$ cat src/rtl/fifo_reg_mem.sv
// Register-array storage for level_fifo: one synchronous write port and one
// asynchronous read port, no reset, so it can be swapped for an SRAM wrapper.
module fifo_reg_mem #(
  parameter int ASIZE = 5,
  parameter int DSIZE = 32
) (
  input  logic             clk,
  input  logic             we_i,
  input  logic [ASIZE-1:0] waddr_i,
  input  logic [DSIZE-1:0] wdata_i,
  input  logic [ASIZE-1:0] raddr_i,
  output logic [DSIZE-1:0] rdata_o
);

  logic [DSIZE-1:0] mem_q [2**ASIZE];

  always_ff @(posedge clk) begin
    if (we_i) mem_q[waddr_i] <= wdata_i;
  end

  assign rdata_o = mem_q[raddr_i];

endmodule

$ cat src/rtl/level_fifo.sv
// Single-clock FIFO with fill level, almost-full/empty flags and sticky overflow.
// LEVEL_FIFO_OUTREG_EN adds a one-entry registered read stage (capacity DEPTH+1).
module level_fifo #(
  parameter int ASIZE  = 5,
  parameter int DSIZE  = 32,
  parameter int AF_RST = (2**ASIZE) - 2
) (
  input  logic             clk,
  input  logic             rst_n,
  input  logic             clear_n,
  input  logic [ASIZE:0]   af_thr,
  input  logic [ASIZE:0]   ae_thr,
  input  logic [DSIZE-1:0] wr_data,
  input  logic             wr_valid,
  output logic             wr_ready,
  output logic [DSIZE-1:0] rd_data,
  output logic             rd_valid,
  input  logic             rd_ready,
  output logic [ASIZE:0]   level,
  output logic             almost_full,
  output logic             almost_empty,
  output logic             ovf
);

  localparam int DEPTH = 2**ASIZE;
  localparam int PW    = ASIZE + 1;

  logic [PW-1:0]    wr_ptr_q, wr_ptr_d;
  logic [PW-1:0]    rd_ptr_q, rd_ptr_d;
  logic             ovf_q, ovf_d;
  logic             mem_empty, mem_full;
  logic [PW-1:0]    mem_level;
  logic             wr_fire, rd_fire, mem_pop;
  logic             mem_we;
  logic [DSIZE-1:0] mem_rdata;
  logic [PW-1:0]    af_eff;

  assign mem_empty = (wr_ptr_q == rd_ptr_q);
  assign mem_full  = (wr_ptr_q[ASIZE-1:0] == rd_ptr_q[ASIZE-1:0])
                  && (wr_ptr_q[ASIZE] != rd_ptr_q[ASIZE]);
  assign mem_level = wr_ptr_q - rd_ptr_q;

  assign wr_ready = !mem_full;
  assign wr_fire  = wr_valid && wr_ready;
  assign mem_we   = wr_fire && rst_n && clear_n;

  fifo_reg_mem #(
    .ASIZE (ASIZE),
    .DSIZE (DSIZE)
  ) u_mem (
    .clk     (clk),
    .we_i    (mem_we),
    .waddr_i (wr_ptr_q[ASIZE-1:0]),
    .wdata_i (wr_data),
    .raddr_i (rd_ptr_q[ASIZE-1:0]),
    .rdata_o (mem_rdata)
  );

`ifdef LEVEL_FIFO_OUTREG_EN
  logic             out_vld_q, out_vld_d;
  logic [DSIZE-1:0] out_data_q;
  logic [PW:0]      lvl_sum;

  assign rd_valid = out_vld_q;
  assign rd_data  = out_data_q;
  assign rd_fire  = out_vld_q && rd_ready;
  // Refill whenever the stage is empty or being drained this cycle.
  assign mem_pop  = !mem_empty && (!out_vld_q || rd_fire);

  always_comb begin
    out_vld_d = out_vld_q;
    if (mem_pop)      out_vld_d = 1'b1;
    else if (rd_fire) out_vld_d = 1'b0;
  end

  always_ff @(posedge clk) begin
    if (!rst_n || !clear_n) out_vld_q <= 1'b0;
    else                    out_vld_q <= out_vld_d;
  end

  always_ff @(posedge clk) begin
    if (mem_pop) out_data_q <= mem_rdata;
  end

  assign lvl_sum = {1'b0, mem_level} + {{PW{1'b0}}, out_vld_q};
  assign level   = (lvl_sum > (PW+1)'(DEPTH)) ? PW'(DEPTH)
                                              : lvl_sum[PW-1:0];
`else
  assign rd_valid = !mem_empty;
  assign rd_data  = mem_rdata;
  assign rd_fire  = rd_valid && rd_ready;
  assign mem_pop  = rd_fire;
  assign level    = mem_level;
`endif

  always_comb begin
    wr_ptr_d = wr_ptr_q;
    rd_ptr_d = rd_ptr_q;
    ovf_d    = ovf_q | (wr_valid & ~wr_ready);
    if (wr_fire) wr_ptr_d = wr_ptr_q + PW'(1);
    if (mem_pop) rd_ptr_d = rd_ptr_q + PW'(1);
  end

  always_ff @(posedge clk) begin
    if (!rst_n || !clear_n) begin
      wr_ptr_q <= '0;
      rd_ptr_q <= '0;
      ovf_q    <= 1'b0;
    end else begin
      wr_ptr_q <= wr_ptr_d;
      rd_ptr_q <= rd_ptr_d;
      ovf_q    <= ovf_d;
    end
  end

  assign af_eff       = (af_thr == '0) ? PW'(AF_RST) : af_thr;
  assign almost_full  = (level >= af_eff);
  assign almost_empty = (level <= ae_thr);
  assign ovf          = ovf_q;

endmodule

$ cat config.mk
export PLATFORM = sky130hd
export DESIGN_NAME = level_fifo
export DESIGN_NICKNAME = d
export VERILOG_FILES = /design/src/rtl/fifo_reg_mem.sv /design/src/rtl/level_fifo.sv
export SDC_FILE = /design/constraint.sdc
export NUM_CORES = 1
export LEC_CHECK = 0
export ABC_AREA = 1
export BUFFER_PORTS_ARGS = -buffer_cell sky130_fd_sc_hd__buf_4
export CORE_MARGIN = 3
export CORE_UTILIZATION = 50
export DETAILED_ROUTE_END_ITERATION = 7
export PLACE_DENSITY = 0.66
export SLEW_MARGIN = 0
export SYNTH_ARGS = -nofsm -noshare
export SYNTH_HDL_FRONTEND = slang
export SYNTH_HIERARCHICAL = 1
export SYNTH_SLANG_ARGS = --single-unit
$ cat constraint.sdc
create_clock -name clk -period 9.6 [get_ports clk]
set_clock_uncertainty 0.15 [all_clocks]
set_input_delay 1.92 -clock clk [delete_from_list [all_inputs] [get_ports clk]]
set_output_delay 1.92 -clock clk [all_outputs]
set_load 0.02 [all_outputs]
# After elaboration in Yosys (flattened, before gate mapping)
# Memories as Yosys holds them, arrays and structs flattened. A register that Yosys moved wholly into a read port is not among the register bits.
# Cells that the tools add are included.
[word_totals] register_bits=13 ram_bits=1024 in_bits=49 out_inout_bits=43 wordCells=30 n_memories=1
[op_classes] addsub=3 n_lt_le_gt_ge=2 eq_ne=3 n_mux=5 bitwise=2 reduce_logical=11
[mem_list] memory="u_mem.mem_q" depth=32 width=32 rd=1 rd_clocked_by_memory_dff=1 wr=1 line_no="fifo_reg_mem.sv:15" source="logic [DSIZE-1:0] mem_q [2**ASIZE];"
[op_table] op="$add 6x1->6 const B" n=2
[op_table] op="$mux 5" n=2
[op_table] op="$eq 6x6->1" n=1
[op_table] op="$ge 6x6->1" n=1
[op_table] op="$le 6x6->1" n=1
[op_table] op="$logic_not 6->1" n=1
[op_table] op="$mux 6" n=1
[op_table] op="$sub 6x6->6" n=1
[op_table] op="$eq 5x5->1" n=1
[op_table] op="$logic_and 1x1->1" n=5
[op_table] op="$logic_not 1->1" n=4
[op_table] op="$mux 1" n=2
[op_table] op="$and 1x1->1" n=1
[op_table] op="$logic_or 1x1->1" n=1
[op_table] op="$ne 1x1->1" n=1
[op_table] op="$or 1x1->1" n=1

# Longest topological paths before layout
# Gate-level depths: netlist of the first run.
[depth] depth_word=8 depth_mapped=14 depth_no_buf=14

# Cells and area by module
# Netlist of the first run, hierarchy kept.
[modules_own_cells] module="fifo_reg_mem" n_inst=1 cells_each=3504 area_each_um2=41765.1 seq_area_each_um2=30749.5
[modules_own_cells] module="level_fifo" n_inst=1 cells_each=187 area_each_um2=1237.4 seq_area_each_um2=260.2

# Least setup slack after synthesis of the first run
# OpenSTA, ideal clock, no wires.
[synth_timing] path_type="input port to output port" start="input port af_thr[0]" end="output port almost_full" arrival_time_ps=3274 required_time_ps=7530 slack_ps=4256 path_stages=11 path_buffers=0 cell_sequence="nor4_1 -> nand3_1 -> nand2_1 -> inv_1 -> ha_1 -> nand2_1 -> inv_1 -> nand2_1 -> nand2_1 -> a21oi_1 -> a21oi_1"
[synth_between] elab_chain_len=3
[synth_lines] element="start: declaration" line_no="level_fifo.sv:11" source="input logic [ASIZE:0] af_thr,"
[synth_lines] element="$logic_not 6->1" line_no="level_fifo.sv:116" source="assign af_eff = (af_thr == '0) ? PW'(AF_RST) : af_thr;"
[synth_lines] element="$mux 6 *" line_no="level_fifo.sv:116"
[synth_lines] element="$ge 6x6->1 *" line_no="level_fifo.sv:117" source="assign almost_full = (level >= af_eff);"
[synth_lines] element="end: declaration" line_no="level_fifo.sv:20" source="output logic almost_full,"
# Every way passes the cells marked *; elsewhere a longest branch is shown, timed or not.

==> results of run 1 <==
==> metrics by stage <==
step           hold WS (ns)  instance area [sq um]  total power, W  setup WS [ns]
3_3_place_gp         0.2946                  44250        0.005284          3.994
4_1_cts              0.3389                  47610        0.009204          3.462
2_1_floorplan        0.3183                  43000        0.005186          4.256
6_report             0.3294                  47610        0.009153          3.393
5_1_grt              0.3642                  47610        0.009414          3.200
3_5_place_dp         0.3292                  44250        0.005287          4.078
==> cells in the mapped netlist, types with 13 or more instances <==
library cell / number / area [sq um]
clkbuf_1: 26 / 97.59
buf_1: 18 / 67.56
buf_6: 66 / 743.2
dfxtp_1: 13 / 260.3
ha_1: 18 / 225.2
nand2_1: 1497 / 5619
inv_1: 41 / 153.9
nor2_1: 37 / 138.9
buf_4: 24 / 180.2
nand3_1: 788 / 3944
buf_2: 83 / 415.4
edfxtp_1: 1024 / 30750
a21oi_1: 20 / 100.1
==> worst reg2reg max path, delay by kind of cell (launching register included) <==
kind / cells / cell delay [ns]
simple gates: 7 / 2.32
buf+inv: 3 / 1.26
flops: 1 / 0.38
fa+ha+maj: 1 / 0.34
==> logic make-up (layout without fill, tap and decap cells) <==
group,Yosys count,count (layout),share of synthesized area
buf+inv,266,377,0.04021
xor+xnor,12,12,0.002444
fa+ha+maj,19,19,0.005703
flops,1037,1037,0.7211
other cells,0,1,0
simple gates,2333,2333,0.2276
compound gates,24,24,0.002881
==> power by group <==
part / internal [W] / switching (W) / total, W
Sequential: 0.00498 / 0.00000314 / 0.00498
Clock: 0.00225 / 0.00171 / 0.00396
Combinational: 0.0000559 / 0.000156 / 0.000212
Total: 0.00728 / 0.00187 / 0.00915
==> cell usage in the layout (no fill, tap or decap), types with 5 or more instances in the layout <==
master	netlist	routed
bufinv_16	0	8
buf_4	24	136
inv_1	41	39
nor2_4	0	32
clkbuf_1	26	15
clkinv_2	0	20
ha_1	18	18
a21oi_1	20	20
clkbuf_16	0	104
nand3_1	788	788
clkbuf_8	0	5
edfxtp_1	1024	1024
nand2_1	1497	1497
clkinv_1	0	27
nor2_1	37	5
dfxtp_1	13	8
xor2_1	9	9
==> final timing paths <==
path	startpoint	end	slack, ns	cells after the start
worst max-delay path	rd_ptr_q[0]	rd_data[29]	3.39	11
worst max register to register	rd_ptr_q[1]	u_mem/mem_q[16][13]	4.78	11
worst min-delay path	ovf	ovf	0.33	2
worst min register to register	ovf	ovf	0.33	2
==> cell type report <==
cell class,count,area [sq um]
sequential,1037,31030
multi-input combinational,2388,10500
tap,1134,1419
inverter,46,202.7
clock buffer,124,2728
fill,6965,36870
clock inverter,67,629.4
timing repair buffer,140,1101
antenna,1,2.502
==> sequential cells by signal, summed over array words and instances (netlist names) <==
| signal | cells |
|---|---|
| u_mem/mem_q | 1024 |
| ovf | 1 |
| wr_ptr_q | 6 |
| rd_ptr_q | 6 |
==> per-layer routing <==
layer | global-route usage | wire length, um | vias to the layer above
li1 | - | - | 12880
met3 | 0.04092 | 10020 | 189
met5 | 0 | 22 | -
met4 | 0.07432 | 2915 | 4
met2 | 0.4033 | 53360 | 1172
met1 | 0.3452 | 45950 | 13670
==> metrics.md, run 1 <==
| Metric | Value |
|---|---|
| Seq/Total Area, Yosys | 0.7211 |
| First drt pass iteration count | 5 |
| Startpoint type of the worst setup path | register |
| Post-synth ARST share | 0 |
| Total core area | between 80,000 and 90,000 sq um |
| TNS Setup | 0 ns |
| Net count after synthesis | approximately 3,800 |
| Final worst-path cycle share | 0.6465 |
| Yosys reg bits | between 1,000 and 1,500 |
| Vias in the first global route | roughly 26,000 |
| Worst slew pin tran | between 1.5 and 2 ns |
| CP most frequent cell | nand2_1 |
| CTS clock-pin slew for the worst setup and hold paths | about 0.060 ns |
| Die Wd | around 300 um |
| Number of top-level pins | 92 |
| GP Congestion | between 0.7 and 0.8 |
| Pwr dens | between 150 and 200 nW/um^2 |
| Slowest-stage cell, CP | buf_4 |
| Dpl cells | approximately 4,700 |
| Share of layout cells above drive strength 1 | 0.08916 |
| Initial Util | 0.5090 |
| Clock sinks | about 1,000 |
| WP buf/inv | 3 |
| Max clock buf depth | 3 |
| Largest net degree at the start of global routing | approximately 250 |
| DRC | 0 |
| Synth cell types | 28 |
| Post-synth EDFFs | between 1,000 and 1,500 |
| Average routed wire per standard cell | 22.74 um |
| Clock latency at the later pin of the worst-skew pair | around 0.67 ns |
| Max Clock Freq | 0.1611 GHz |
| Leak pwr | 17.30 nW |
| CTS tree | done |
| Peak supply drop | around 140 uV |
| Mean post-synth cell area | between 10 and 15 sq um |
| Final WL | between 100,000 and 150,000 um |
| Post-Route Utilization | 0.5636 |
| Ys flop type | edfxtp_1 |
| Total GRT Usage | 0.2476 |
| ANT nets after route | 0 |
| Max_slew headroom | -0.04073 |
| Cell-by-cell trace of the critical path | buf_12, buf_4, nand2_1, nand3_1, nand3_1, nand2_1, nand2_1, nand2_1, nand2_1, nand2_1, buf_4 |
| Number of port buffers | between 90 and 100 |
| Clk root buf | clkbuf_16 |
| Layout area overhead | 10.72% |
| Slew Limit Fails | between 100 and 150 |
| Hold WC Path Type | register to register |
| Mapped cell area | ~43,000 sq um |
| Crit Path Class | register to primary output |
| CP arrival | just over 4 ns |
| Crit path time final | 6.207 ns |
| Setup crit end kind | primary output |
| Die H | 299.3 um |
| Cts hold-fix bufs | 0 |
| Final Hold Viols | 0 |
| Vias per inst | approximately 5.7 |
| Max stage delay on crit path | 0.76 ns |
| Layout net count | around 3,800 |
| First-pass GRT wire length | about 170,000 um |
| CP max FO | 170 |
| RSZ-0062 raised after global routing | no |
| Final setup vio count | 0 |
| Die area | approximately 90,000 sq um |
| Initial antenna violation count | 4 |
| Failing checks | slew limit |
| Max_cap viols | 0 |
| CTS Buf Count | around 100 |
| Post-Syn Instances | 3,691 |
| Synth Warn # | 6 |
| Status | finished with violations |
| First DRT Iteration DRCs | ~3,200 |
| Number of post-CTS setup repair buffers | 0 |
| Cell Rows | between 100 and 150 |
| Final non-filler cell total | between 4,000 and 5,000 |
| H-Tree Depth | 3 |
| Grt ovf | 0 |
| Total number of vias | between 20,000 and 30,000 |
| Crit path max-delay family | buffers and inverters |
| Hpwl dp | about 54,000 um |
| Req. time, crit path | roughly 7.5 ns |
| Cts repair resizes | 0 |
Note: power is estimated with default switching activity, not from simulation.
==> inputs of run 2 (changes only) <==
Settings changed: ABC_AREA 1 to 0.
Clock period 9.6 ns to 5.8 ns, I/O delays scaled along.
==> metrics.md, run 2 <==
| Metric | Value |
|---|---|
| Post-synth EDFFs | 1,024 (unchanged) |
| Reg2reg setup slack | 1.33 ns (-3.45 ns) |
| Number of top-level pins | 92 (unchanged) |
| Largest net degree at the start of global routing | 126 (-49%) |
| Max_cap viols | 0 (unchanged) |
| Fillers | 6,031 (-13%) |
| RSZ-0062 raised after global routing | no |
| Synth top area share | 0.7508 (+0.03572) |
| Post-Syn Instances | 2,363 (-36%) |
| Setup crit end kind | primary output |
| Commonest cells post-synth | edfxtp_1, mux2i_1, a21oi_1 |
| Biggest register | u_mem/mem_q |
| Net count after synthesis | 2,431 (-35%) |
| Tot Pwr | 0.01478 W (+61%) |
| Hpwl dp | 55,330 um (+3.2%) |
| Number of port buffers | 91 (unchanged) |
| Mapped cell area | 40,960 sq um (-4.8%) |
| Cell Rows | 104 (-1.9%) |
| Cts hold-fix bufs | 0 (unchanged) |
| R2R cell count | 8 (-3) |
| CTS tree | done |
| Post-Route Utilization | 0.5737 (+0.01015) |
| Mean post-synth cell area | 17.33 sq um (+49%) |
| Crit path time final | a little over 5 ns |
| R2R Path Start | rd_ptr_q[2] |
| Average routed wire per standard cell | 27.23 um (+20%) |
| Slew Limit Fails | 0 (-100%) |
| WHS Path Cells | 2 (unchanged) |
| Crit Path Class | register to primary output |
| Final worst-path cycle share | 0.8734 |
| Critical R2R Capture | u_mem/mem_q[11][23] |
| GP Congestion | 0.8226 (+5.7%) |
| Total number of vias | 22,060 (-21%) |
| Ys flop type | edfxtp_1 |
| Vias in the first global route | 21,890 (-16%) |
| TNS Setup | 0 ns (unchanged) |
| Clock latency at the later pin of the worst-skew pair | 0.66 ns (about the same) |
| DRC | 0 (unchanged) |
| Synth cell types | 46 (+64%) |
| Clock sinks | 1,037 (unchanged) |
| Die area | 85,380 sq um (-4.7%) |
| ANT nets after route | 0 (unchanged) |
| CP arrival | 3.76 ns (-0.38 ns) |
| Synth Warn # | 6 (unchanged) |
| Synth area leader | edfxtp_1 |
| Initial Util | 0.5068 (-0.002161) |
| Worst Hold Launch | ovf |
| Pwr dens | 318.8 nW/um^2 (+66%) |
| Layout area overhead | 13.19% |
| Max Clock Freq | about 0.20 GHz |
| Most frequent cell after synthesis | edfxtp_1 |
| First drt pass iteration count | 5 (unchanged) |
| H-Tree Depth | 3 (unchanged) |
| Initial antenna violation count | 6 (+2) |
| Final setup vio count | 0 (unchanged) |
| Met3 wire len | 6740 um (-33%) |
| Most common cell after layout, fill and taps aside | edfxtp_1 |
| Most frequent cells in the layout | edfxtp_1, mux2i_1, buf_4 |
| DR WL met2 | 47,740 um (-11%) |
| Final WL | 99,220 um (-12%) |
| CTS clock-pin slew for the worst setup and hold paths | 0.07 ns (about the same) |
| Leak pwr | 14.13 nW (-18%) |
| Uppermost layer routed | met5 |
| Max clock buf depth | 3 (unchanged) |
| Max_slew headroom | 0.2122 (+0.2529) |
| Worst slew pin tran | 1.182 ns (-0.3794 ns) |
| Post-synth ARST share | 0 (unchanged) |
| Yosys reg bits | 1,037 (unchanged) |
| CP max FO | 125 (-26%) |
| Number of post-CTS setup repair buffers | 0 (unchanged) |
| Hold Path End | ovf |
| Max reg flops | 1,024 (unchanged) |
| Vias per inst | 6.055 (+7.1%) |
| Die Wd | 292.2 um (-2.4%) |
| Req. time, crit path | 4.49 ns (-3.04 ns) |
| Clk root buf | clkbuf_16 |
| Seq/Total Area, Yosys | 0.7571 (+0.03602) |
| CTS Buf Count | 102 (-0.97%) |
| Total GRT Usage | 0.2305 (-0.01715) |
| Final Hold Viols | 0 (unchanged) |
| First-pass GRT wire length | 144,800 um (-13%) |
| Layout net count | 2,570 (-32%) |
| Share of layout cells above drive strength 1 | 0.1352 (+0.04606) |
| Peak supply drop | 210.8 uV (+50%) |
| Wl on met1 | 41,210 um (-10%) |
| Total core area | 80,810 sq um (-4.4%) |
| Grt ovf | 0 (unchanged) |
| Die H | 292.2 um (-2.4%) |
| Status | completed |
| Startpoint type of the worst setup path | register |
| Largest cells by area after synthesis | edfxtp_1, mux2i_1, a22oi_1 |
| First DRT Iteration DRCs | 1,963 (-39%) |
| Hold WC Path Type | register to register |
| Cts repair resizes | 0 (unchanged) |
| Top Registers | u_mem/mem_q: 1024 flops, rd_ptr_q: 6 flops, wr_ptr_q: 6 flops |
[run 2: cell count changes in the layout (fill, tap and decap cells not counted), moves of 32 or more]
cell	before	now
a21oi_1	20	105
a22o_1	0	64
a22oi_1	0	96
mux2i_1	0	513
nand2_1	1497	102
nand3_1	788	101
nor3_1	1	33
[run 2: area by class of cell]
cell class / count / area [sq um] / area share
diodes: 3 / 7.507 / 0.0001619
clock inverters: 58 / 460.4 / 0.009932
clock buffers: 125 / 2639 / 0.05692
well taps: 1060 / 1326 / 0.02861
flip-flops and latches: 1037 / 31010 / 0.6690
repair buffers: 165 / 1464 / 0.03158
inverters: 16 / 60.06 / 0.001295
multi-input cells: 1180 / 9390 / 0.2025
[run 2: cell families (layout without fill, tap and decap cells)]
group	count (synthesis)	count (layout)	synth area share
buf+inv	146	364	0.02013
mux	513	513	0.1254
fa+ha+maj	20	20	0.006263
other cells	0	3	0
xor+xnor	13	13	0.002963
flops	1037	1037	0.7571
simple gates	321	321	0.03593
compound gates	313	313	0.05221
[run 2: worst max-delay path: stages (launching register included)]
cell	delay (ns)
dfxtp_4	0.43
buf_4	0.45
buf_12	0.58
mux2i_1	0.29
a22oi_1	0.13
a31oi_1	0.54
nand3_1	0.19
buf_4	0.21
[run 2: per-stage QoR]
| step | cells | hold WS [ns] | cell area [sq um] | setup slack, ns |
|---|---|---|---|---|
| 2_1_floorplan | 2363 | 0.3991 | 40960 | 1.457 |
| 3_3_place_gp | 3458 | 0.3266 | 43250 | 1.004 |
| 3_5_place_dp | 3458 | 0.3305 | 43250 | 1.088 |
| 4_1_cts | 3641 | 0.3503 | 46350 | 0.7897 |
| 5_1_grt | 3641 | 0.3746 | 46350 | 0.6755 |
| 6_report | 3644 | 0.3543 | 46360 | 0.7344 |
[run 2: how the worst max path moves through the flow]
stage | start | endpoint | slack [ns] | cells after the start
after floorplan | af_thr[2] | almost_full | 1.46 | 8
after global placement | af_thr[2] | almost_full | 1.00 | 10
after detailed placement | af_thr[2] | almost_full | 1.09 | 10
after CTS | rd_ptr_q[0] | rd_data[1] | 0.79 | 7
after global routing | rd_ptr_q[0] | rd_data[23] | 0.68 | 8
final | rd_ptr_q[0] | rd_data[1] | 0.73 | 7
[run 2: metal layers]
layer / global-route usage / up-vias
li1: - / 9630
met1: 0.3105 / 11450
met2: 0.3746 / 799
met3: 0.04449 / 179
met4: 0.08913 / 8
met5: 0 / -
[run 2: power by group]
group,switching [W],internal (W),total [W]
sequential,0.00000410,0.00824,0.00824
clock,0.00272,0.00345,0.00617
combinational,0.000240,0.000124,0.000364
total,0.00296,0.0118,0.0148
